[config.mk]
export PLATFORM = sky130hd
export DESIGN_NAME = exe_ctrl_pipe_flat
export DESIGN_NICKNAME = d
export VERILOG_FILES = /design/src/rtl/exe_ctrl_pipe_if.sv /design/src/rtl/exe_ctrl_pipe.sv /design/src/flat_wrapper.sv
export SDC_FILE = /design/constraint.sdc
export NUM_CORES = 1
export LEC_CHECK = 0
export ABC_AREA = 0
export ABC_CLOCK_PERIOD_IN_PS = 940
export CORE_UTILIZATION = 37
export DETAILED_ROUTE_END_ITERATION = 16
export GPL_TIMING_DRIVEN = 0
export MAX_ROUTING_LAYER = met4
export PLACE_DENSITY = 0.89
export RECOVER_POWER = 50
export SYNTH_ARGS = -nofsm -noshare
export SYNTH_HDL_FRONTEND = slang
export SYNTH_SLANG_ARGS = --single-unit
[constraint.sdc]
create_clock -name CLK -period 0.94 [get_ports CLK]
set_input_delay 0.188 -clock CLK [delete_from_list [all_inputs] [get_ports CLK]]
set_output_delay 0.188 -clock CLK [all_outputs]
set_load 0.03 [all_outputs]
[src/rtl/exe_ctrl_pipe_if.sv]
// Control-word bundle between decode and the DSP48E1 control pipe: ENABLE/FLUSH and the input word go in;
// the final-stage word, its valid flag and occupancy come out.
interface exe_ctrl_pipe_if #(
    parameter int OPMODE_W  = 7,
    parameter int ALUMODE_W = 4,
    parameter int NUM_CE    = 4,
    parameter int OCC_W     = 4
);
    logic                 ENABLE;
    logic                 FLUSH;
    logic                 VALID_IN;
    logic [OPMODE_W-1:0]  OPMODE;
    logic [ALUMODE_W-1:0] ALUMODE;
    logic [NUM_CE-1:0]    CE_IN;
    logic [OPMODE_W-1:0]  OPMODE_OUT;
    logic [ALUMODE_W-1:0] ALUMODE_OUT;
    logic [NUM_CE-1:0]    CE_OUT;
    logic                 VALID_OUT;
    logic [OCC_W-1:0]     OCCUPANCY;
    logic                 IDLE;

    modport slave (
        input  ENABLE, FLUSH, VALID_IN, OPMODE, ALUMODE, CE_IN,
        output OPMODE_OUT, ALUMODE_OUT, CE_OUT, VALID_OUT, OCCUPANCY, IDLE
    );

    modport master (
        output ENABLE, FLUSH, VALID_IN, OPMODE, ALUMODE, CE_IN,
        input  OPMODE_OUT, ALUMODE_OUT, CE_OUT, VALID_OUT, OCCUPANCY, IDLE
    );
endinterface

[src/rtl/exe_ctrl_pipe.sv]
// DEPTH-stage DSP48E1 control-word delay line with valid tracking, flush and CE gating on bubbles.
// Latency DEPTH advancing edges; ENABLE = 0 stalls every stage, FLUSH kills all in-flight words.
module exe_ctrl_pipe #(
    parameter int DEPTH     = 1,
    parameter int OPMODE_W  = 7,
    parameter int ALUMODE_W = 4,
    parameter int NUM_CE    = 4,
    parameter int GATE_CE   = 1,
    parameter int OCC_W     = 4
) (
    input  logic           CLK,
    input  logic           RESET,
    exe_ctrl_pipe_if.slave ctrl
);

    if (DEPTH < 1 || DEPTH > 8 || (2 ** OCC_W) <= DEPTH) begin : g_param_err
        $fatal(1, "exe_ctrl_pipe: DEPTH must be 1..8 and 2**OCC_W must exceed DEPTH");
    end

    logic [DEPTH-1:0]     vld_q, vld_d, src_vld;
    logic [OPMODE_W-1:0]  op_q  [DEPTH];
    logic [OPMODE_W-1:0]  op_d  [DEPTH];
    logic [OPMODE_W-1:0]  src_op[DEPTH];
    logic [ALUMODE_W-1:0] alu_q  [DEPTH];
    logic [ALUMODE_W-1:0] alu_d  [DEPTH];
    logic [ALUMODE_W-1:0] src_alu[DEPTH];
    logic [NUM_CE-1:0]    ce_q  [DEPTH];
    logic [NUM_CE-1:0]    ce_d  [DEPTH];
    logic [NUM_CE-1:0]    src_ce[DEPTH];
    logic [OCC_W-1:0]     occ_q, occ_d;

    // Each stage's source: the inputs for stage 0, the previous stage otherwise.
    always_comb begin
        src_vld    = '0;
        src_vld[0] = ctrl.VALID_IN;
        src_op[0]  = ctrl.OPMODE;
        src_alu[0] = ctrl.ALUMODE;
        src_ce[0]  = ctrl.CE_IN;
        for (int i = 1; i < DEPTH; i++) begin
            src_vld[i] = vld_q[i-1];
            src_op[i]  = op_q[i-1];
            src_alu[i] = alu_q[i-1];
            src_ce[i]  = ce_q[i-1];
        end
    end

    always_comb begin
        vld_d = vld_q;
        for (int i = 0; i < DEPTH; i++) begin
            op_d[i]  = op_q[i];
            alu_d[i] = alu_q[i];
            ce_d[i]  = ce_q[i];
        end
        if (ctrl.FLUSH) begin
            vld_d = '0;
            for (int i = 0; i < DEPTH; i++) begin
                if (GATE_CE != 0) begin
                    ce_d[i] = '0;
                end
            end
        end else if (ctrl.ENABLE) begin
            vld_d = src_vld;
            for (int i = 0; i < DEPTH; i++) begin
                // Bubbles leave OPMODE/ALUMODE untouched so the DSP input muxes never glitch.
                if (src_vld[i]) begin
                    op_d[i]  = src_op[i];
                    alu_d[i] = src_alu[i];
                    ce_d[i]  = src_ce[i];
                end else if (GATE_CE != 0) begin
                    ce_d[i] = '0;
                end else begin
                    ce_d[i] = src_ce[i];
                end
            end
        end
    end

    // Occupancy is the popcount of next-state valids, so it cannot overshoot or wrap.
    always_comb begin
        occ_d = '0;
        for (int i = 0; i < DEPTH; i++) begin
            occ_d = occ_d + OCC_W'(vld_d[i]);
        end
    end

    always_ff @(posedge CLK or posedge RESET) begin
        if (RESET) begin
            vld_q <= '0;
            occ_q <= '0;
            for (int i = 0; i < DEPTH; i++) begin
                op_q[i]  <= '0;
                alu_q[i] <= '0;
                ce_q[i]  <= '0;
            end
        end else begin
            vld_q <= vld_d;
            occ_q <= occ_d;
            for (int i = 0; i < DEPTH; i++) begin
                op_q[i]  <= op_d[i];
                alu_q[i] <= alu_d[i];
                ce_q[i]  <= ce_d[i];
            end
        end
    end

    assign ctrl.OPMODE_OUT  = op_q[DEPTH-1];
    assign ctrl.ALUMODE_OUT = alu_q[DEPTH-1];
    assign ctrl.CE_OUT      = ce_q[DEPTH-1];
    assign ctrl.VALID_OUT   = vld_q[DEPTH-1];
    assign ctrl.OCCUPANCY   = occ_q;
    assign ctrl.IDLE        = (occ_q == '0);

endmodule

[src/flat_wrapper.sv]
// flat-port wrapper written by rule: the top's interface ports become plain ports
module exe_ctrl_pipe_flat 
#(
    parameter int DEPTH     = 1,
    parameter int OPMODE_W  = 7,
    parameter int ALUMODE_W = 4,
    parameter int NUM_CE    = 4,
    parameter int GATE_CE   = 1,
    parameter int OCC_W     = 4
)
  (CLK, RESET, ctrl_ENABLE, ctrl_FLUSH, ctrl_VALID_IN, ctrl_OPMODE, ctrl_ALUMODE, ctrl_CE_IN, ctrl_OPMODE_OUT, ctrl_ALUMODE_OUT, ctrl_CE_OUT, ctrl_VALID_OUT, ctrl_OCCUPANCY, ctrl_IDLE);
  exe_ctrl_pipe_if #(.OPMODE_W(OPMODE_W), .ALUMODE_W(ALUMODE_W), .NUM_CE(NUM_CE), .OCC_W(OCC_W)) ctrl_i ();
  input  logic CLK;
  input  logic RESET;
  input wire logic [$bits(ctrl_i.ENABLE)-1:0] ctrl_ENABLE;
  input wire logic [$bits(ctrl_i.FLUSH)-1:0] ctrl_FLUSH;
  input wire logic [$bits(ctrl_i.VALID_IN)-1:0] ctrl_VALID_IN;
  input wire logic [$bits(ctrl_i.OPMODE)-1:0] ctrl_OPMODE;
  input wire logic [$bits(ctrl_i.ALUMODE)-1:0] ctrl_ALUMODE;
  input wire logic [$bits(ctrl_i.CE_IN)-1:0] ctrl_CE_IN;
  output wire logic [$bits(ctrl_i.OPMODE_OUT)-1:0] ctrl_OPMODE_OUT;
  output wire logic [$bits(ctrl_i.ALUMODE_OUT)-1:0] ctrl_ALUMODE_OUT;
  output wire logic [$bits(ctrl_i.CE_OUT)-1:0] ctrl_CE_OUT;
  output wire logic [$bits(ctrl_i.VALID_OUT)-1:0] ctrl_VALID_OUT;
  output wire logic [$bits(ctrl_i.OCCUPANCY)-1:0] ctrl_OCCUPANCY;
  output wire logic [$bits(ctrl_i.IDLE)-1:0] ctrl_IDLE;
  assign ctrl_i.ENABLE = ctrl_ENABLE;
  assign ctrl_i.FLUSH = ctrl_FLUSH;
  assign ctrl_i.VALID_IN = ctrl_VALID_IN;
  assign ctrl_i.OPMODE = ctrl_OPMODE;
  assign ctrl_i.ALUMODE = ctrl_ALUMODE;
  assign ctrl_i.CE_IN = ctrl_CE_IN;
  assign ctrl_OPMODE_OUT = ctrl_i.OPMODE_OUT;
  assign ctrl_ALUMODE_OUT = ctrl_i.ALUMODE_OUT;
  assign ctrl_CE_OUT = ctrl_i.CE_OUT;
  assign ctrl_VALID_OUT = ctrl_i.VALID_OUT;
  assign ctrl_OCCUPANCY = ctrl_i.OCCUPANCY;
  assign ctrl_IDLE = ctrl_i.IDLE;
  exe_ctrl_pipe #(.DEPTH(DEPTH), .OPMODE_W(OPMODE_W), .ALUMODE_W(ALUMODE_W), .NUM_CE(NUM_CE), .GATE_CE(GATE_CE), .OCC_W(OCC_W)) u_core (.CLK(CLK), .RESET(RESET), .ctrl(ctrl_i));
endmodule
==> results.md <==
* Status: finished with violations
* Violations in the final reports: setup timing
* Vias per Instance at approximately 4.3
* Residual antenna-violating net count after detailed routing at 0
* Vias in the first global route at 553
* Most used flip-flop cell after synthesis: sky130_fd_sc_hd__dfrtp_1
* Number of maximum-capacitance constraint violations at 0
* Maximum clock frequency at 882 MHz
* Total clock buffers created by CTS at 3
* Cell internal power dissipation at 1500 uW
* Number of unique standard cell types used by synthesis at 13
* CTS sink cnt at 16
* Placement Rows at 15
* Rel. slew slack at 59.9%
* Worst reg2reg endpoint: u_core.ctrl.ALUMODE_OUT[3]
* Register share of total power at approximately two fifths
* Most frequent cell on the critical path: sky130_fd_sc_hd__buf_6
* Synth cell count leaders: sky130_fd_sc_hd__dfrtp_1, sky130_fd_sc_hd__mux2_4, sky130_fd_sc_hd__buf_4
* Hold Path Class: primary input to flip-flop
* Clock-pin slew of the registers on the worst-case setup and hold paths at 0.09 ns
* Clock period minus final worst setup slack at between 1 and 1.5 ns
* Relative contribution of the clock network to total power at 20.4%
* Number of diodes at 0
* Most frequently used cell type in the post-synthesis netlist: sky130_fd_sc_hd__dfrtp_1
* Yosys top cell area share at between 50% and 60%
* Count of filler cells inserted in the layout at 126
* DRC Markers at 0
* Cell depth of the worst hold path at 3
* Total half-perimeter wirelength after legalization and detailed placement at 1210 um
* Hold Path End: u_core.ctrl.CE_OUT[3]
* Synthesized instance count at 51
* Logic gate share of total power at between 30% and 40%
* Endpoint kind of the worst setup timing path: output pin
* Worst hold slack at just over 0.2 ns
* Boundary Pins at 41
* Summed negative setup slack over all endpoints at -1.70 ns
* Reg-to-reg setup timing slack at -0.07 ns
* Wire length of the first global-routing pass at between 2000 and 3000 um
* Max-slew violation count at 0
* Share of cells above drive strength 1 at 50.5%
* Setup crit start: u_core.ctrl.OCCUPANCY[0]
* Gr ovfl total at 0
* Number of flops mapped to enable cells by yosys at 0
* Worst reg-to-reg path cell count at 3
* Cell type group with the largest total delay on the critical path: flip-flops
* Iteration-0 DRC count of the detailed router at 4
* Post-synthesis register bit count at 16
* Post-route cell area at 1270 um^2
* Cells along the critical path: buf_6, buf_6
* Power per cell area at 1710 nW/um^2
* Post-synthesis area per instance at 14.1 um^2
* Cell type with the largest total area after synthesis: sky130_fd_sc_hd__dfrtp_1
* Post-Route Utilization at just over 70%
* Synth async-reset ratio at 100%
* Number of input and output port buffers inserted at 36
* Max Clock Skew at 0 ns
* Maximum fanout encountered on the critical timing path at 4
* Least-Margin Pin Slew at 0.601 ns
* Routed WL at between 1500 and 2000 um
* Reported net switching power at 664 uW
* Core outline area at 1780 um^2
* Cell area after synthesis at just over 700 um^2
* Initial core utilization at 40.4%
* Reg-to-Reg Start: u_core.ctrl.ALUMODE_OUT[3]
* Post-layout worst setup margin at -0.194 ns
* Number of antenna violations at the first check in global routing at 0
* GR Util All Layers at 18.7%
* Clk Latency, worst-skew pair at 0.27 ns
* Switching power share of the total at 30.6%
* Worst endpoint required time at 0.75 ns
* Clock buffer depth at 2
* Leakage power at 0.000640 uW
* Post-synthesis sequential area ratio at around 56%
* Setup repair after global routing missed its margin: true
* CTS Root Buffer Type: sky130_fd_sc_hd__clkbuf_4
* Die area at 2130 um^2
* Slowest-stage cell, CP: sky130_fd_sc_hd__dfrtp_1
* Hold_sp: ctrl_ENABLE
* Die X-Extent at about 46 um
* Worst path max stage delay at 0.42 ns
* Maximum number of pins on one net before global-route repair at 17
* Critical path type: flip-flop to output pin
* Fin nets at 124
* Buffers & Inverters on Critical Path at 2
* Final Hold Vio Count at 0
* Number of vias in the routed layout at between 500 and 600
* Number of detailed-route iterations in the first pass at 4
* Setup violations, final at 20
* Clock tree from TritonCTS: done
* Instance area at placement at 1130 um^2
* CTS H-tree lvls at 1
* Type of origin of the critical path: flip-flop
* Total of warnings raised by yosys at 0
* Area growth from synthesis to layout at 76.0%
* Top cells by area, synth: sky130_fd_sc_hd__dfrtp_1, sky130_fd_sc_hd__mux2_4, sky130_fd_sc_hd__buf_4
* Largest vdd supply drop at 1020 uV
* Post-route fraction of the period consumed by the critical path at 121%
* RD Place Congestion at 0.707
* Routed wire length per instance at 13.7 um
* Die height at 46.1 um
* Arrival time reported for the critical path endpoint at 0.95 ns
-- worst max-delay path by stage --
stage | end | depth (start not counted)
after floorplan | u_core.ctrl.ALUMODE_OUT[0] | 4
after global placement | u_core.ctrl.OPMODE_OUT[6] | 4
after detailed placement | u_core.ctrl.OPMODE_OUT[2] | 4
after CTS | ctrl_OCCUPANCY[0] | 2
after global routing | ctrl_OCCUPANCY[0] | 2
final | ctrl_OCCUPANCY[0] | 2
-- flip-flops by register name, indices dropped and copies added (netlist names) --
| name | flops |
|---|---|
| u_core.ctrl.CE_OUT | 4 |
| u_core.ctrl.ALUMODE_OUT | 4 |
| u_core.ctrl.OCCUPANCY | 1 |
| u_core.ctrl.OPMODE_OUT | 7 |
-- worst reg2reg max path, stage by stage, from the launching register on --
cell                      delay, ns
sky130_fd_sc_hd__dfrtp_1       0.41
sky130_fd_sc_hd__buf_4         0.14
sky130_fd_sc_hd__buf_4         0.12
sky130_fd_sc_hd__mux2_4        0.24
-- cells in the final DEF (no fill, tap or decap), drive strengths merged --
cell           synthesis  final
a21oi                  4      4
buf                    6     34
clkbuf                 0      4
clkdlybuf4s15          0      2
clkdlybuf4s50          0     14
conb                   1      3
dfrtp                 16     16
dlygate4sd3            0      2
inv                    2      2
mux2                  11     11
mux2i                  1      1
nand2b                 4      4
nand3                  4      4
nand3b                 1      1
nor2                   1      1
-- cells by family (layout without fill, tap and decap cells) --
group	after synthesis	count (layout)	share of synthesized area (%)
and+or+nand+nor	10	10	9.55
buffers and inverters	8	58	7.81
muxes	12	12	23.8
DFF	16	16	55.6
other	1	3	0.520
AOI/OAI and AO/OA	4	4	2.78
-- cell type report --
| class | instances | area (um^2) | share of cell area [%] |
|---|---|---|---|
| buffer | 6 | 63.8 | 5.03 |
| clock buffer | 4 | 36.3 | 2.86 |
| inverter | 2 | 7.51 | 0.592 |
| multi-input combinational | 29 | 272 | 21.4 |
| sequential | 16 | 400 | 31.6 |
| tap | 25 | 31.3 | 2.47 |
| timing repair buffer | 46 | 458 | 36.1 |
-- power by group through the flow --
stage | clock network (uW) | registers (uW) | logic (uW)
floorplan | 0 | 1050 | 221
global placement | 0 | 848 | 729
detailed placement | 0 | 854 | 741
CTS | 461 | 861 | 793
global route | 500 | 873 | 903
finish | 442 | 864 | 860
-- routing by layer --
metal	vias to the layer above	track usage [%]	part of all wire (%)
li1	269	-	-
met1	268	17.9	35
met2	16	34.4	61
met3	2	1.18	1.9
met4	0	14.1	1.4
met5	-	-	0
-- repair_timing --
action,CTS,global route
gates resized for setup,131,1
setup endpoints to repair,31,18
setup buffers,4,6
hold buffers,0,0
-- per-stage QoR --
stage          setup slack (ns)  cells  total power, uW
2_1_floorplan          -0.00453     53             1270
5_1_grt                  -0.245    128             2280
4_1_cts                  -0.205    122             2110
3_5_place_dp             -0.645    114             1600
6_report                 -0.194    128             2170
3_3_place_gp             -0.603    114             1580
(Power assumes the default switching activity.)
